==> config.mk <==
export PLATFORM = sky130hd
export DESIGN_NAME = tff_bank_sequencer
export DESIGN_NICKNAME = d
export VERILOG_FILES = /design/src/rtl/tff_bank_sequencer.sv
export SDC_FILE = /design/constraint.sdc
export NUM_CORES = 1
export LEC_CHECK = 0
export BUFFER_PORTS_ARGS = -buffer_cell sky130_fd_sc_hd__buf_4
export CORE_MARGIN = 2
export CORE_UTILIZATION = 45
export DETAILED_ROUTE_END_ITERATION = 6
export PLACE_DENSITY = 0.72
export SYNTH_ARGS = -nofsm -noshare
export SYNTH_HDL_FRONTEND = slang
export SYNTH_SLANG_ARGS = --single-unit
==> constraint.sdc <==
create_clock -name input_clock -period 3.6 [get_ports input_clock]
set_clock_uncertainty 0.15 [all_clocks]
set_input_delay 0.18 -clock input_clock [delete_from_list [all_inputs] [get_ports input_clock]]
set_output_delay 0.18 -clock input_clock [all_outputs]
set_load 0.03 [all_outputs]
==> src/rtl/tff_bank_sequencer.sv <==
// Drives a bank of external T flip-flops as a command-driven up/down counter,
// keeping a shadow of the expected bank value and flagging Q feedback disagreement.
module tff_bank_sequencer #(
  parameter int WIDTH = 4,
  parameter int CNT_W = 8
) (
  input  logic             input_clock,
  input  logic             input_reset,
  input  logic             cmd_valid,
  output logic             cmd_ready,
  input  logic [1:0]       cmd_op,
  input  logic [WIDTH-1:0] cmd_data,
  input  logic [CNT_W-1:0] cmd_steps,
  input  logic [WIDTH-1:0] q_fb,
  output logic [WIDTH-1:0] t_out,
  output logic [WIDTH-1:0] preset_n,
  output logic [WIDTH-1:0] clear_n,
  output logic [WIDTH-1:0] shadow,
  output logic             busy,
  output logic             done,
  output logic             mismatch,
  output logic [2:0]       dbg_state
);

  // Command handshake: a command transfers on a rising edge where cmd_valid and
  // cmd_ready are both high; cmd_ready depends on state only, never on cmd_valid.
  localparam logic [1:0] OP_UP    = 2'b00;
  localparam logic [1:0] OP_DOWN  = 2'b01;
  localparam logic [1:0] OP_LOAD  = 2'b10;
  localparam logic [1:0] OP_CLEAR = 2'b11;

  typedef enum logic [2:0] {
    ST_FORCE  = 3'd0,
    ST_SETTLE = 3'd1,
    ST_IDLE   = 3'd2,
    ST_COUNT  = 3'd3,
    ST_DONE   = 3'd4
  } state_t;

  state_t           state_q, state_d;
  logic [WIDTH-1:0] pat_q, pat_d;
  logic [WIDTH-1:0] shadow_q, shadow_d;
  logic [CNT_W-1:0] rem_q, rem_d;
  logic             dir_q, dir_d;
  logic             from_cmd_q, from_cmd_d;
  logic             mismatch_q, mismatch_d;
  logic [WIDTH-1:0] nxt;
  logic             checked;

  assign nxt     = dir_q ? (shadow_q - WIDTH'(1)) : (shadow_q + WIDTH'(1));
  // Feedback is ignored while the asynchronous preset/clear may still be settling.
  assign checked = (state_q == ST_IDLE) || (state_q == ST_COUNT) || (state_q == ST_DONE);

  always_comb begin
    state_d    = state_q;
    pat_d      = pat_q;
    shadow_d   = shadow_q;
    rem_d      = rem_q;
    dir_d      = dir_q;
    from_cmd_d = from_cmd_q;
    mismatch_d = mismatch_q | (checked && (q_fb != shadow_q));
    case (state_q)
      ST_FORCE:  state_d = ST_SETTLE;
      ST_SETTLE: state_d = from_cmd_q ? ST_DONE : ST_IDLE;
      ST_IDLE: begin
        if (cmd_valid) begin
          case (cmd_op)
            OP_LOAD: begin
              pat_d      = cmd_data;
              shadow_d   = cmd_data;
              from_cmd_d = 1'b1;
              state_d    = ST_FORCE;
            end
            OP_CLEAR: begin
              pat_d      = '0;
              shadow_d   = '0;
              from_cmd_d = 1'b1;
              state_d    = ST_FORCE;
            end
            default: begin
              rem_d   = cmd_steps;
              dir_d   = (cmd_op == OP_DOWN);
              state_d = (cmd_steps != '0) ? ST_COUNT : ST_DONE;
            end
          endcase
        end
      end
      ST_COUNT: begin
        shadow_d = nxt;
        rem_d    = rem_q - CNT_W'(1);
        if (rem_q == CNT_W'(1)) state_d = ST_DONE;
      end
      ST_DONE:  state_d = ST_IDLE;
      default: begin
        from_cmd_d = 1'b0;
        state_d    = ST_FORCE;
      end
    endcase
  end

  always_ff @(posedge input_clock) begin
    if (input_reset) begin
      state_q    <= ST_FORCE;
      pat_q      <= '0;
      shadow_q   <= '0;
      rem_q      <= '0;
      dir_q      <= 1'b0;
      from_cmd_q <= 1'b0;
      mismatch_q <= 1'b0;
    end else begin
      state_q    <= state_d;
      pat_q      <= pat_d;
      shadow_q   <= shadow_d;
      rem_q      <= rem_d;
      dir_q      <= dir_d;
      from_cmd_q <= from_cmd_d;
      mismatch_q <= mismatch_d;
    end
  end

  // Moore decode: every output comes from registered state only.
  always_comb begin
    t_out    = '0;
    preset_n = '1;
    clear_n  = '1;
    case (state_q)
      ST_FORCE: begin
        preset_n = ~pat_q;
        clear_n  = pat_q;
      end
      ST_COUNT: t_out = shadow_q ^ nxt;
      default: ;
    endcase
  end

  assign cmd_ready = (state_q == ST_IDLE);
  assign busy      = (state_q != ST_IDLE);
  assign done      = (state_q == ST_DONE);
  assign shadow    = shadow_q;
  assign mismatch  = mismatch_q;
  assign dbg_state = state_q;

endmodule

# Word-level counts from Yosys, hierarchy flattened
# Index checks and enable logic that the tools add are counted.
[totals] latchBits=0 ram_bits=0 elab_cells=64 out_inout_bits=23 in_bits=21 regBits=22 n_memories=0 rom_bits=0
[classes] n_shift=0 n_reduce_logical=15 n_lt_le_gt_ge=0 muxes=19 add_sub_neg=3 eq_ne=15 bitwise_logic=5 div=0 multipliers=0
[op_table] op="2-to-1 mux 4 bit" count=5
[op_table] op="2-to-1 mux 8 bit" count=2
[op_table] op="one-hot mux 4 bit (2 select lines)" count=2
[op_table] op="one-hot mux 8 bit (2 select lines)" count=1
[op_table] op="2-to-1 mux 3 bit" count=5
[op_table] op="one-hot mux 3 bit (5 select lines)" count=1
[op_table] op="AND reduction 3 bit" count=5
[op_table] op="== test 8 x 1 -> 1 bit (second input constant)" count=1
[op_table] op="nonzero test 8 bit" count=1
[op_table] op="subtractor 8 x 1 -> 8 bit (second input constant)" count=1
[op_table] op="== test 3 x 2 -> 1 bit (second input constant)" count=2
[op_table] op="inequality test 2 bit (second input constant)" count=3
[op_table] op="adder 4 x 1 -> 4 bit (second input constant)" count=1
[op_table] op="== test 2 bit (second input constant)" count=2
[op_table] op="inequality test 4 bit" count=1
[op_table] op="NOT 4 bit" count=1
[op_table] op="nonzero test 2 bit" count=2
[op_table] op="OR reduction 4 bit" count=1
[op_table] op="subtractor 4 x 1 -> 4 bit (second input constant)" count=1
[op_table] op="bitwise XOR 4 bit" count=1
[op_table] op="== test 3 x 1 -> 1 bit (second input constant)" count=1
[op_table] op="== test 3 bit (second input constant)" count=1
[op_table] op="zero test 3 bit" count=1
[op_table] op="inequality test 3 x 1 -> 1 bit (second input constant)" count=1
[op_table] op="other kinds (11)" count=14

# Logic depth before layout (Yosys ltp)
[depth] word_depth=5 ltp_mapped=7 mapped_depth_nobuf=5

# Worst setup path after synthesis
# No wires, ideal clock.
[synth_timing] path_kind="input to output" start="input port shadow[2]" end="output port t_out[3]" arrival_time_ns=1.728 required_time_ns=3.270 path_buffers=0 stages=6 setup_slack_ns=1.542 path_cell_list="dfxtp_1 > ha_1 > a21oi_1 > and2_1 > xor2_1 > nor2_1"
[synth_via] elab_chain_len=4 word_cells_on_any_way=5
[synth_lines] item="start, declared" line_no="18" source="output logic [WIDTH-1:0] shadow,"
[synth_lines] item="adder 4 x 1 -> 4 bit / subtractor 4 x 1 -> 4 bit (equally long branches)" line_no="50" source="assign nxt = dir_q ? (shadow_q - WIDTH'(1)) : (shadow_q + WIDTH'(1));"
[synth_lines] item="2-to-1 mux 4 bit (*)" line_no="50"
[synth_lines] item="bitwise XOR 4 bit (*)" line_no="131" source="ST_COUNT: t_out = shadow_q ^ nxt;"
[synth_lines] item="2-to-1 mux 4 bit (*)" line_no="126" source="case (state_q)"
[synth_lines] item="end, declared" line_no="15" source="output logic [WIDTH-1:0] t_out,"
# Mark *: on every way between the ends. The rest lies on a longest branch, timed or not.

# Worst setup path in the final report
[layout_timing] start="input port dbg_state[1]" end="output port t_out[0]"
[layout_via] elab_chain_len=2
[layout_lines] item="start, declared" line_no="22" source="output logic [2:0] dbg_state"
[layout_lines] item="== test 3 x 2 -> 1 bit" line_no="126"
[layout_lines] item="2-to-1 mux 4 bit" line_no="126"
# Every way passes these cells.

==> impl_metrics.json <==
{
  "synth-main-ff-cell": "dfxtp_1",
  "yosys.area_share.xor_xnor_pct": 4.96,
  "cts.clk_slew.worst_paths_ns": 0.12,
  "reg2reg_depth": 5,
  "core_region_area_um2": 3030,
  "num_vias": 1473,
  "antennaDiodeCount": 0,
  "wl_met2_um": 1800,
  "worst-r2r-setup-slack_ns": 1.24,
  "grt_antenna_before_repair": 0,
  "drv_slew": 0,
  "final_util_pct": 60.5,
  "h-tree-depth": 1,
  "power.density_nw_per_um2": 627,
  "end_kind": "primary output",
  "root_buffer": "clkbuf_4",
  "cts_hold_buf": 7,
  "start_util_pct": 46.6,
  "synth_fa_ha_area_share_pct": 4.96,
  "rows": 20,
  "wl_per_cell_um": 13.6,
  "area_growth_pct": 29.9,
  "cts_resized": 0,
  "synth_compound_area_share_pct": 21.7,
  "clock-sinks": 22,
  "arrival_ns": 2.10,
  "status": "finished clean",
  "path_class": "reg -> out",
  "antenna_left": 0,
  "period_share_pct": 67.4,
  "avgSynthCellArea_um2": 7.71,
  "grt-ovfl-total": 0,
  "ys_seq_elements": 22,
  "period_needed_ns": 2.43,
  "highest_layer": "met4",
  "wl_met1_um": 1650,
  "hold_viol": 0,
  "fillers": 286,
  "required_ns": 3.27,
  "setup_viol": 0,
  "synth_top_family_by_area": "simple AND/OR/NAND/NOR gates",
  "drive_above_1_share_pct": 23.2,
  "place_hpwl_um": 2770,
  "routed_via_density": 5.42,
  "r2r_start": "dbg_state[1]",
  "synthMuxAreaShare_pct": 0.798,
  "cp_top_family": "buffers and inverters",
  "relSlewSlack_pct": 38.9,
  "grt_pass1_vias": 1330,
  "place_congestion": 0.898,
  "wirelength_um": 3700,
  "cts_tree": "built",
  "num_io_pins": 44,
  "holdPathEnd": "rem_q[5]",
  "grt_usage_pct": 22.0,
  "hold_class": "in -> reg",
  "clock_path_buffers": 2,
  "post-route-drc-count": 0,
  "synth_cell_types": 47,
  "drtPass1Iterations": 4,
  "clk_latency_ns": 0.32,
  "rsz0062_at_grt": "no",
  "grt_max_degree": 22,
  "synth_warnings": 0,
  "path_cells": "nand3b_1 > inv_1 > buf_4",
  "postSynthCellCount": 183,
  "whs_path_depth": 3,
  "synth_nets": 209,
  "r2r_end": "rem_q[3]",
  "seq_area_frac_synth_pct": 31.2,
  "fin_nets": 256,
  "maxCapViolations": 0,
  "synth_simple_gate_area_share_pct": 30.4,
  "synth_edf_count": 0,
  "irDropWorstVdd_uv": 321,
  "crit_path_max_fanout": 16,
  "async_flop_share_pct": 0,
  "die-area_um2": 3600,
  "hp-start": "cmd_steps[5]",
  "slowest_stage": "dfxtp_1",
  "worst_path_largest_cell_delay_ns": 0.53,
  "worst-path-buf-inv": 2,
  "wl_met3_um": 204,
  "die_x_um": 60.0,
  "numPortBuffers": 43,
  "syn_area_um2": 1410,
  "max_freq_mhz": 412,
  "leakagePower_nw": 0.721,
  "tritoncts.num_buffers": 3,
  "start_kind": "register",
  "worst_pin_slew_ns": 0.909,
  "grt_pass1_wl_um": 5980,
  "drtIter0Drc": 40,
  "die_h_um": 60.0,
  "cts_setup_buffers": 0,
  "setup_tns_ns": 0
}
-- worst min-delay path, delay by kind of cell --
| kind | cells | cell delay, ns |
|---|---|---|
| compound gates | 2 | 0.19 |
| buf+inv | 1 | 0.08 |
-- cell type report --
type                            count  area [µm²]  share of cell area (%)
Clock buffer                        3        22.5                    1.23
Inverter                            8        35.0                    1.91
Multi-Input combinational cell    145         887                    48.4
Sequential cell                    22         440                    24.0
Tap cell                           44        55.1                    3.00
Timing Repair Buffer               50         393                    21.4
-- synth_stat cells, types with 3 or more instances --
cell type	n	area, µm²
nor2_1	27	101
dfxtp_1	22	440
nand2_1	18	67.6
a21oi_1	15	75.1
o21ai_0	8	40.0
inv_1	7	26.3
nand2b_1	7	43.8
nand3_1	6	30.0
nor4_1	6	37.5
xnor2_1	6	52.6
nor3_1	5	25.0
a221oi_1	4	35.0
ha_1	4	50.1
buf_2	3	15.0
clkbuf_1	3	11.3
o21a_1	3	22.5
-- sequential cells by signal, summed over array words and instances (netlist names) --
name,count
rem_q,8
pat_q,4
shadow,4
dbg_state,3
dir_q,1
from_cmd_q,1
mismatch,1
-- power breakdown --
| group | total (mW) | internal (mW) | leakage (nW) | switching, mW |
|---|---|---|---|---|
| Sequential | 0.367 | 0.292 | 0.179 | 0.0750 |
| Clock | 0.119 | 0.0393 | 0.0138 | 0.0801 |
| Combinational | 0.664 | 0.259 | 0.528 | 0.405 |
-- logic make-up after synthesis --
group / after synthesis
simple gates: 84
compound gates: 47
flops: 22
buf+inv: 16
xor+xnor: 8
fa+ha+maj: 5
mux: 1
-- cells in the final DEF, fill, tap and decap left out, types with 7 or more instances in the layout --
cell type and instances:
dfxtp_1 22, buf_4 43, inv_1 7, dlygate4sd3_1 7, a21oi_1 15, nor2_1 27
nand2b_1 7, o21ai_0 8, nand2_1 18
-- metrics by stage --
step / power [mW] / area [µm²] / setup slack [ns] / hold WS [ns] / std cells
finish: 1.15 / 1830 / 1.17 / 0.0187 / 272
global route: 1.23 / 1830 / 0.989 / 0.0279 / 272
CTS: 1.16 / 1830 / 1.20 / 0.0137 / 272
detailed placement: 1.03 / 1740 / 1.31 / 0.294 / 262
global placement: 1.01 / 1740 / 1.38 / 0.293 / 262
floorplan: 0.837 / 1410 / 1.54 / 0.166 / 183
-- worst max path at each step --
stage / startpoint / end / cells past startpoint
5_1_grt: dbg_state[1] / t_out[0] / 3
4_1_cts: dbg_state[1] / t_out[0] / 3
2_1_floorplan: shadow[2] / t_out[3] / 5
6_report: dbg_state[1] / t_out[0] / 3
3_3_place_gp: dbg_state[1] / rem_q[3] / 5
3_5_place_dp: dbg_state[1] / rem_q[3] / 5
-- routing by layer --
metal,GRT usage (%),vias to the layer above
li1,-,749
met1,27.6,668
met2,38.0,49
met3,4.55,7
met4,5.71,0
met5,0,-
No activity file was read; power rests on OpenSTA's default activity.
